$ cat src/rtl/mux_scan_if.sv
// -----------------------------------------------------------------------------
// mux_scan_if
// Purpose : bundles the control inputs, mux feedback and frame outputs of
//           mux_scan_controller into one interface.
// Signals : start, cont, en_mask[3:0], y_in  -> controller (from master)
//           s1, s0, busy, frame[3:0], frame_valid -> from controller
// Modports: master (drives controls / observes results), slave (controller)
// -----------------------------------------------------------------------------
interface mux_scan_if;
  logic       start;
  logic       cont;
  logic [3:0] en_mask;
  logic       y_in;
  logic       s1;
  logic       s0;
  logic       busy;
  logic [3:0] frame;
  logic       frame_valid;

  modport master (
    output start, cont, en_mask, y_in,
    input  s1, s0, busy, frame, frame_valid
  );

  modport slave (
    input  start, cont, en_mask, y_in,
    output s1, s0, busy, frame, frame_valid
  );
endinterface

$ cat src/rtl/mux_scan_controller.sv
// -----------------------------------------------------------------------------
// mux_scan_controller
// Purpose : steps the select lines of a 4:1 mux over the enabled channels in
//           ascending order, holding each for DWELL cycles, samples Y on the
//           last dwell cycle and publishes the four samples as a frame word.
// Ports   : clk  - system clock (rising edge)
//           rst  - asynchronous, active-high reset
//           bus  - mux_scan_if.slave:
//                  start, cont, en_mask[3:0], y_in (inputs)
//                  s1, s0, busy, frame[3:0], frame_valid (registered outputs)
// Params  : DWELL - cycles per channel (1..255)
//           CNT_W - dwell counter width, 2**CNT_W > DWELL
// -----------------------------------------------------------------------------
module mux_scan_controller #(
  parameter int DWELL = 4,
  parameter int CNT_W = 8
) (
  input  logic        clk,
  input  logic        rst,
  mux_scan_if.slave   bus
);

  typedef enum logic [0:0] {
    ST_IDLE = 1'b0,
    ST_SCAN = 1'b1
  } state_t;

  state_t           r_state;
  logic [CNT_W-1:0] r_cnt;
  logic [1:0]       r_ch;
  logic [3:0]       r_mask;
  logic [3:0]       r_shadow;
  logic [3:0]       r_frame;
  logic             r_valid;

  logic             w_last;
  logic [3:0]       w_above;
  logic [3:0]       w_merged;

  // Index of the lowest set bit of a channel mask (0 when the mask is empty).
  function automatic logic [1:0] f_lowest(input logic [3:0] m);
    logic [1:0] idx;
    casez (m)
      4'b???1: idx = 2'd0;
      4'b??10: idx = 2'd1;
      4'b?100: idx = 2'd2;
      4'b1000: idx = 2'd3;
      default: idx = 2'd0;
    endcase
    return idx;
  endfunction

  // Final cycle of the current dwell.
  assign w_last   = (r_cnt == CNT_W'(DWELL - 1));
  // Enabled channels strictly above the current one.
  assign w_above  = r_mask & (4'b1110 << r_ch);
  // Shadow with the current channel's bit replaced by y_in, disabled bits zeroed.
  assign w_merged = ((r_shadow & ~(4'b0001 << r_ch)) | ({3'b000, bus.y_in} << r_ch)) & r_mask;

  assign bus.s1          = r_ch[1];
  assign bus.s0          = r_ch[0];
  assign bus.busy        = (r_state == ST_SCAN);
  assign bus.frame       = r_frame;
  assign bus.frame_valid = r_valid;

  // Scan FSM: channel sequencing, dwell counting, sampling and frame output.
  always_ff @(posedge clk or posedge rst) begin
    if (rst) begin
      r_state  <= ST_IDLE;
      r_cnt    <= {CNT_W{1'b0}};
      r_ch     <= 2'b00;
      r_mask   <= 4'b0000;
      r_shadow <= 4'b0000;
      r_frame  <= 4'b0000;
      r_valid  <= 1'b0;
    end else begin
      r_valid <= 1'b0;
      case (r_state)
        ST_IDLE: begin
          r_ch  <= 2'b00;
          r_cnt <= {CNT_W{1'b0}};
          if (bus.start) begin
            if (bus.en_mask != 4'b0000) begin
              r_mask   <= bus.en_mask;
              r_ch     <= f_lowest(bus.en_mask);
              r_shadow <= 4'b0000;
              r_state  <= ST_SCAN;
            end else begin
              // Empty scan: publish an all-zero frame right away.
              r_frame <= 4'b0000;
              r_valid <= 1'b1;
            end
          end
        end

        ST_SCAN: begin
          if (w_last) begin
            r_shadow <= w_merged;
            r_cnt    <= {CNT_W{1'b0}};
            if (w_above != 4'b0000) begin
              r_ch <= f_lowest(w_above);
            end else begin
              r_frame <= w_merged;
              r_valid <= 1'b1;
              // Continuous mode chains the next frame without an idle cycle.
              if (bus.cont && (bus.en_mask != 4'b0000)) begin
                r_mask   <= bus.en_mask;
                r_ch     <= f_lowest(bus.en_mask);
                r_shadow <= 4'b0000;
              end else begin
                if (bus.cont) begin
                  r_mask <= bus.en_mask;
                end else begin
                  r_mask <= r_mask;
                end
                r_ch    <= 2'b00;
                r_state <= ST_IDLE;
              end
            end
          end else begin
            r_cnt <= r_cnt + CNT_W'(1);
          end
        end

        default: begin
          r_state <= ST_IDLE;
          r_ch    <= 2'b00;
          r_cnt   <= {CNT_W{1'b0}};
        end
      endcase
    end
  end

endmodule

$ cat src/flat_wrapper.sv
// flat-port wrapper written by rule: the top's interface ports become plain ports
module mux_scan_controller_flat 
#(
  parameter int DWELL = 4,
  parameter int CNT_W = 8
)
  (clk, rst, bus_start, bus_cont, bus_en_mask, bus_y_in, bus_s1, bus_s0, bus_busy, bus_frame, bus_frame_valid);
  mux_scan_if bus_i ();
  input  logic clk;
  input  logic rst;
  input wire logic [$bits(bus_i.start)-1:0] bus_start;
  input wire logic [$bits(bus_i.cont)-1:0] bus_cont;
  input wire logic [$bits(bus_i.en_mask)-1:0] bus_en_mask;
  input wire logic [$bits(bus_i.y_in)-1:0] bus_y_in;
  output wire logic [$bits(bus_i.s1)-1:0] bus_s1;
  output wire logic [$bits(bus_i.s0)-1:0] bus_s0;
  output wire logic [$bits(bus_i.busy)-1:0] bus_busy;
  output wire logic [$bits(bus_i.frame)-1:0] bus_frame;
  output wire logic [$bits(bus_i.frame_valid)-1:0] bus_frame_valid;
  assign bus_i.start = bus_start;
  assign bus_i.cont = bus_cont;
  assign bus_i.en_mask = bus_en_mask;
  assign bus_i.y_in = bus_y_in;
  assign bus_s1 = bus_i.s1;
  assign bus_s0 = bus_i.s0;
  assign bus_busy = bus_i.busy;
  assign bus_frame = bus_i.frame;
  assign bus_frame_valid = bus_i.frame_valid;
  mux_scan_controller #(.DWELL(DWELL), .CNT_W(CNT_W)) u_core (.clk(clk), .rst(rst), .bus(bus_i));
endmodule
$ cat config.mk
export PLATFORM = sky130hd
export DESIGN_NAME = mux_scan_controller_flat
export DESIGN_NICKNAME = d
export VERILOG_FILES = /design/src/rtl/mux_scan_if.sv /design/src/rtl/mux_scan_controller.sv /design/src/flat_wrapper.sv
export SDC_FILE = /design/constraint.sdc
export NUM_CORES = 1
export LEC_CHECK = 0
export ABC_AREA = 0
export CORE_MARGIN = 2
export CORE_UTILIZATION = 27
export DETAILED_ROUTE_END_ITERATION = 16
export HOLD_SLACK_MARGIN = 0.15
export SLEW_MARGIN = 0
export SYNTH_ARGS = -nofsm -noshare
export SYNTH_HDL_FRONTEND = slang
export SYNTH_SLANG_ARGS = --single-unit
$ cat constraint.sdc
create_clock -name clk -period 2.2 [get_ports clk]
set_input_delay 0.66 -clock clk [delete_from_list [all_inputs] [get_ports clk]]
set_output_delay 0.66 -clock clk [all_outputs]
set_load 0.01 [all_outputs]
==> results of run 1 <==
through the flow:
stage | area, um^2 | setup TNS [ns] | util [%] | power [uW]
6_report | 1734 | 0 | 36.96 | 2127
5_1_grt | 1734 | 0 | 36.96 | 2275
2_1_floorplan | 1313 | -0.08992 | - | 1358
3_5_place_dp | 1648 | -0.7570 | 35.12 | 1726
3_3_place_gp | 1648 | -0.6755 | 35.12 | 1697
4_1_cts | 1719 | 0 | 36.64 | 2133
worst max-delay path, stage by stage (launching register included):
cell and delay, ns:
sky130_fd_sc_hd__dfrtp_1 0.36, sky130_fd_sc_hd__ha_2 0.18, sky130_fd_sc_hd__or4b_4 0.50, sky130_fd_sc_hd__o22a_1 0.23, sky130_fd_sc_hd__or3_4 0.42, sky130_fd_sc_hd__mux2_4 0.31
power by group:
| part | leakage (uW) | internal (uW) | total (uW) | switching, uW |
|---|---|---|---|---|
| sequential | 0.000312 | 592 | 746 | 153 |
| clock | 0.0000357 | 243 | 390 | 147 |
| combinational | 0.000461 | 530 | 991 | 461 |
| total | 0.000809 | 1370 | 2130 | 761 |
Yosys cell counts (2+ instances only):
cell	number	share of area (%)
sky130_fd_sc_hd__nor4_1	2	0.95
sky130_fd_sc_hd__nand2b_1	5	2.4
sky130_fd_sc_hd__inv_1	3	0.86
sky130_fd_sc_hd__nor2b_1	4	1.9
sky130_fd_sc_hd__clkbuf_1	3	0.86
sky130_fd_sc_hd__mux2i_1	6	4.6
sky130_fd_sc_hd__a21oi_1	2	0.76
sky130_fd_sc_hd__nand3_1	9	3.4
sky130_fd_sc_hd__nand2_1	14	4.0
sky130_fd_sc_hd__o31ai_1	4	2.3
sky130_fd_sc_hd__mux2_2	4	3.4
sky130_fd_sc_hd__nor2_1	10	2.9
sky130_fd_sc_hd__mux2_4	4	4.6
sky130_fd_sc_hd__dfrtp_1	24	46
sky130_fd_sc_hd__nand4_1	2	0.95
sky130_fd_sc_hd__xor2_1	5	3.3
how the worst min path moves through the flow:
stage	to	startpoint	slack, ns	cells after the start
2_1_floorplan	u_core.r_shadow[3]$_DFFE_PP0P_	u_core.r_shadow[3]$_DFFE_PP0P_	0.44	2
3_3_place_gp	u_core.r_shadow[0]$_DFFE_PP0P_	u_core.r_shadow[0]$_DFFE_PP0P_	0.46	2
3_5_place_dp	u_core.r_shadow[0]$_DFFE_PP0P_	u_core.r_shadow[0]$_DFFE_PP0P_	0.47	2
4_1_cts	u_core.r_shadow[0]$_DFFE_PP0P_	u_core.r_shadow[0]$_DFFE_PP0P_	0.49	2
5_1_grt	u_core.r_shadow[0]$_DFFE_PP0P_	u_core.r_shadow[0]$_DFFE_PP0P_	0.52	2
6_report	u_core.r_shadow[3]$_DFFE_PP0P_	u_core.r_shadow[3]$_DFFE_PP0P_	0.49	2
cells by family after synthesis:
logic type,Yosys count,share of synthesized area (%)
XOR/XNOR,6,4.011
AO/OA/AOI/OAI,18,10.99
multiplexers,14,12.61
AND/OR/NAND/NOR,55,22.64
flip-flops,24,45.85
adder cells (fa/ha/maj),1,0.9550
buffers and inverters,8,2.960
flip-flops by register name (all words and copies together), names as in the netlist:
| name | cells |
|---|---|
| u_core.r_ch | 2 |
| u_core.bus.frame_valid | 1 |
| u_core.bus.frame | 4 |
| u_core.r_shadow | 4 |
| u_core.bus.busy | 1 |
| u_core.r_cnt | 8 |
| u_core.r_mask | 4 |
final cells by class:
class                   instances  area [um^2]  share of cell area (%)
flip-flops and latches         24        600.6                   34.63
inverters                       3        11.26                  0.6494
clock inverters                 1        30.03                   1.732
repair buffers                 36        310.3                   17.89
clock buffers                   3        41.29                   2.381
multi-input cells              94        673.1                   38.82
well taps                      54        67.56                   3.896
routing by layer:
layer	GRT usage (%)	vias to the layer above	routed length, um	share of wire (%)
met5	0	-	0	0
met4	6.465	0	76	2.5
met3	2.469	7	86	2.8
met2	20.44	21	1518	50
met1	14.89	530	1339	44
li1	-	524	-	-
==> impl_results.md, run 1 <==
* GRT Util Overall at 12.29%
* Insertion delay of the later-clocked pin in the worst-skew pair at between 0.2 and 0.3 ns
* Number of failing hold endpoints at the final stage at 0
* Cts-stage hold buffer count at 0
* Required arrival time at the worst endpoint at 2.36 ns
* Number of warnings issued by yosys at 0
* Fill cell instance count of the final layout at about 470
* Antenna violations before repair at 0
* Grt total ovfl at 0
* Placement-stage worst setup slack at -0.1090 ns
* Transition time at the pin with the least slew margin at ~0.46 ns
* Max Freq at approximately 0.47 GHz
* Drt total wl at 3020 um
* Hold WS at 0.4897 ns
* RePlAce Congestion at 0.8490
* Placeable core area at 4692 um^2
* Synthesis-to-finish area growth at 32.38%
* Most common cell after layout, fill and taps aside: sky130_fd_sc_hd__dfrtp_1
* Final-stage net count at 172
* Floorplan row count at 25
* Buffer cell driving the clock tree root: sky130_fd_sc_hd__clkbuf_8
* Width of the die at 73.66 um
* Setup skew after layout at 0.004473 ns
* Count of placed standard cells in the final layout, fillers left out at 215
* Number of synthesized flops with an enable pin at 0
* Reg2Reg Depth at 5
* Slack of the worst reg-to-reg path at 0.09 ns
* Deepest clock path buffer count at 2
* DR vias/cell at 5.033
* Number of clock sinks at 24
* Starting Density at 27.92%
* Crit path to: u_core.r_mask[3]$_DFFE_PP0P_
* Die height at between 70 and 80 um
* CP endpoint kind: register
* Final count of negative-setup-slack endpoints at 0
* Shortest period the worst path allows at approximately 2.1 ns
* Layout cell share with drive strength beyond 1 at 22.98%
* Final WS setup at 0.08723 ns
* Post-DRT Antenna Nets at 0
* Total clock buffers created by CTS at 3
* Critical path data arrival time at about 2.3 ns
* Number of primary I/O pins at 17
* Total nets after synthesis at 136
* RSZ-0062 raised after global routing: false
* Rel. slew slack at approximately 69%
* Part of the Yosys area used for sequential elements at 45.85%
* Die Footprint at around 5400 um^2
* Proportion of register bits with asynchronous set or reset after synthesis at 100.0%
* Antenna fix cells at 0
* Total of buffers placed on input and output ports at 16
* Startpoint of the most critical register-to-register path: u_core.r_cnt[1]$_DFF_PP0_
* Total power per unit cell area at 1227 nW/um^2
* Type of the worst min-delay path: register to register
* Vias after detailed routing at 1082
* Count of cells resized by post-cts repair at 0
* Iteration count of the initial detailed-routing pass at 4
* Maximum level of the CTS H-tree at 1
* Commonest non-fill, non-tap cells in the layout: 24 x sky130_fd_sc_hd__dfrtp_1, 20 x sky130_fd_sc_hd__buf_4, 16 x sky130_fd_sc_hd__clkdlybuf4s50_1
* Seq cells post-synth at 24
* Remaining design rule violation count at 0
* Startpoint type of the worst setup path: register
* Top_reg_cell synth: sky130_fd_sc_hd__dfrtp_1
* Crit path launch: u_core.r_cnt[1]$_DFF_PP0_
* Avg Cell Area, Syn at 10.40 um^2
* Cell count after synthesis at 126
* Post-synthesis instance area at 1310 um^2
* Reg-to-reg endpoint: u_core.r_mask[3]$_DFFE_PP0P_
* Wire length per cell at 14.05 um
* Clock-pin slew of the registers on the worst-case setup and hold paths at 0.09 ns
* Clock tree from TritonCTS: done
* Distinct cell type count after synthesis at 41
* Final worst-path cycle share at 96.04%
* MaxCap Viol Count at 0
* Leakage component of the power at 0.0008094 uW
* Highest net fanout along the worst path at 4
* Max IR drop VDD at 0.3136 mV
* Status: finished clean
* Category of the critical setup timing path: register to register
* Count of placed standard cells including taps at 209
* Via count of the first global-routing pass at 1057
* Final count of pins violating max slew at 0
* Number of DRC violations after detailed-routing iteration 0 at between 60 and 70
* Maximum number of pins on one net before global-route repair at 25
* First-pass GRT wire length at 4981 um
* Post-detailed-placement half-perimeter wirelength at approximately 2300 um
* Number of post-CTS setup repair buffers at 0
Power figures use the tool's default switching activity.
==> inputs of run 2 (changes only) <==
--- a/config.mk
+++ b/config.mk
@@ -6,8 +6,10 @@
 export NUM_CORES = 1
 export LEC_CHECK = 0
 export ABC_AREA = 0
+export CAP_MARGIN = 30
 export CORE_MARGIN = 2
 export CORE_UTILIZATION = 27
+export CTS_CLUSTER_DIAMETER = 60
 export DETAILED_ROUTE_END_ITERATION = 16
 export HOLD_SLACK_MARGIN = 0.15
 export SLEW_MARGIN = 0
==> constraint.sdc (replaced) <==
create_clock -name clk -period 2.2 [get_ports clk]
set_input_delay 0.44 -clock clk [delete_from_list [all_inputs] [get_ports clk]]
set_output_delay 0.44 -clock clk [all_outputs]
set_load 0.01 [all_outputs]
==> impl_results.md, run 2 (same netlist as run 1, synthesis figures left out) <==
* Number of clock sinks at 24
* Synthesis-to-finish area growth at 30.09%
* Deepest clock path buffer count at 2
* Global-route track usage on met2 at 20.04%
* Number of primary I/O pins at 17
* Starting Density at 27.92%
* Type of the worst min-delay path: register to register
* Via count of the first global-routing pass at 1051
* Die height at 73.66 um
* Met3 track demand over resource at approximately 2.5%
* Hold Path Stages at 2
* Final count of negative-setup-slack endpoints at 0
* Shortest period the worst path allows at 2.139 ns
* Number of flip-flops in the largest register at 8
* Insertion delay of the later-clocked pin in the worst-skew pair at 0.27 ns
* Worst Hold End: u_core.r_shadow[3]$_DFFE_PP0P_
* RePlAce Congestion at 0.8704
* Die Footprint at 5425 um^2
* Commonest non-fill, non-tap cells in the layout: 24 x sky130_fd_sc_hd__dfrtp_1, 16 x sky130_fd_sc_hd__clkdlybuf4s50_1, 16 x sky130_fd_sc_hd__buf_4
* CP endpoint kind: register
* Status: finished clean
* Met1 track demand over resource at 14.53%
* Most crowded layer after global routing: met2
* Final-stage net count at between 150 and 200
* Vias after detailed routing at 1054
* Maximum number of pins on one net before global-route repair at 25
* Startpoint type of the worst setup path: register
* Placeable core area at 4692 um^2
* Count of placed standard cells in the final layout, fillers left out at 211
* Slack of the worst reg-to-reg path at 0.06 ns
* Logic depth of the worst setup path including buffers at 5
* Post-layout instance area at 1704 um^2
* Clock tree from TritonCTS: done
* Remaining design rule violation count at 0
* Combined buffer and inverter count along the critical path at 0
* Most common cell after layout, fill and taps aside: sky130_fd_sc_hd__dfrtp_1
* Reg-to-reg endpoint: u_core.r_mask[0]$_DFFE_PP0P_
* Fill cell instance count of the final layout at between 400 and 500
* DR vias/cell at 4.995
* RSZ-0062 raised after global routing: false
* Grt total ovfl at 0
* Post-detailed-placement half-perimeter wirelength at 2238 um
* Critical path data arrival time at 2.30 ns
* Number of failing hold endpoints at the final stage at 0
* Post-DRT Antenna Nets at 0
* Count of placed standard cells including taps at between 200 and 250
* Critical-path top delay cell: sky130_fd_sc_hd__or4b_4
* Transition time at the pin with the least slew margin at 0.5333 ns
* Max IR drop VDD at 0.3298 mV
* Layout cell share with drive strength beyond 1 at 21.02%
* Antenna violations before repair at 0
* Maximum level of the CTS H-tree at 1
* Iteration count of the initial detailed-routing pass at 4
* Clock-pin slew of the registers on the worst-case setup and hold paths at 0.09 ns
* First-pass GRT wire length at 4857 um
* Cts-stage hold buffer count at 0
* Rel. slew slack at ~64%
* Buffer cell driving the clock tree root: sky130_fd_sc_hd__clkbuf_8
* Total clock buffers created by CTS at 3
* Setup skew after layout at 0.004008 ns
* Total of buffers placed on input and output ports at 16
* GRT Util Overall at approximately 12%
* Final count of pins violating max slew at 0
* Reg2Reg Depth at 5
* Crit path launch: u_core.r_cnt[1]$_DFF_PP0_
* Cell area after placement at around 1600 um^2
* Drt total wl at 2952 um
* CP cell instances: ha_2 > or4b_4 > o22a_1 > or3_4 > mux2_4
* Highest net fanout along the worst path at 4
* Register with the most flip-flops: u_core.r_cnt
* Wire length per cell at around 14 um
* Antenna fix cells at 0
* Maximum cell stage delay along the critical path at 0.48 ns
* Floorplan row count at 25
* Number of DRC violations after detailed-routing iteration 0 at just under 90
* Total negative slack at 0 ns
* Final worst-path cycle share at 97.24%
* Total power per unit cell area at 1229 nW/um^2
* Worst Hold Launch: u_core.r_shadow[3]$_DFFE_PP0P_
* Required arrival time at the worst endpoint at 2.36 ns
* Leakage component of the power at 0.0007906 uW
* Family with the most delay on the worst path: simple AND/OR/NAND/NOR gates
* Max Freq at 0.4675 GHz
* Width of the die at 73.66 um
* Category of the critical setup timing path: register to register
* MaxCap Viol Count at 0
* Startpoint of the most critical register-to-register path: u_core.r_cnt[1]$_DFF_PP0_
==> run 2: changes by cell type in the layout (fill, tap and decap cells not counted), sizes merged <==
cell / change
buf: -4
==> run 2: worst max-delay path by stage <==
stage                     slack (ns)                              end
after floorplan                -0.02     u_core.r_mask[0]$_DFFE_PP0P_
after global placement         -0.05   u_core.r_shadow[3]$_DFFE_PP0P_
after detailed placement       -0.11   u_core.r_shadow[3]$_DFFE_PP0P_
after CTS                       0.05  u_core.bus.frame[2]$_DFFE_PP0P_
after global routing            0.02     u_core.r_mask[0]$_DFFE_PP0P_
final                           0.06     u_core.r_mask[0]$_DFFE_PP0P_
==> run 2: cell type report <==
cell class / instances / area (um^2) / area share, %
Sequential cell: 24 / 600.6 / 35.24
Clock buffer: 3 / 41.29 / 2.423
Timing Repair Buffer: 32 / 280.3 / 16.45
Tap cell: 54 / 67.56 / 3.965
Multi-Input combinational cell: 94 / 673.1 / 39.50
Inverter: 3 / 11.26 / 0.6608
Clock inverter: 1 / 30.03 / 1.762
==> run 2: power by group <==
| part | leakage (uW) | switching (uW) | internal (uW) |
|---|---|---|---|
| clock network | 0.0000357 | 144 | 243 |
| registers | 0.000312 | 154 | 593 |
| logic | 0.000443 | 446 | 514 |
==> run 2: stage by stage <==
step	total power, uW	worst slack (ns)	hold slack [ns]	util, %
detailed placement	1708	-0.1109	0.4734	34.64
finish	2094	0.06074	0.4939	36.32
global route	2245	0.01986	0.5233	36.32
floorplan	1358	-0.02248	0.4421	-
global placement	1680	-0.04786	0.4575	34.64
CTS	2102	0.04552	0.5003	36.16
==> run 2: routing by layer <==
metal	wire, um	up-vias
met5	0	-
met4	42	0
met1	1334	523
met3	60	4
met2	1514	13
li1	-	514
==> run 2: worst register-to-register path: cells and delay by family, from the launching register on <==
kind                     cells  cell delay, ns
adder cells (fa/ha/maj)      1            0.19
AO/OA/AOI/OAI                1            0.23
flip-flops                   1            0.40
AND/OR/NAND/NOR              2            0.90
multiplexers                 1            0.31
==> run 2: timing repair <==
item                       CTS  global route
gates resized for setup      0             0
setup endpoints to repair    0             4
buffers inserted             0             1
==> inputs of run 3 (changes only) <==
--- a/config.mk
+++ b/config.mk
@@ -12,7 +12,6 @@
 export CTS_CLUSTER_DIAMETER = 60
 export DETAILED_ROUTE_END_ITERATION = 16
 export HOLD_SLACK_MARGIN = 0.15
-export SLEW_MARGIN = 0
 export SYNTH_ARGS = -nofsm -noshare
 export SYNTH_HDL_FRONTEND = slang
 export SYNTH_SLANG_ARGS = --single-unit
==> results of run 3 <==
Final layout, timing and power as in run 2 (identical DEF).
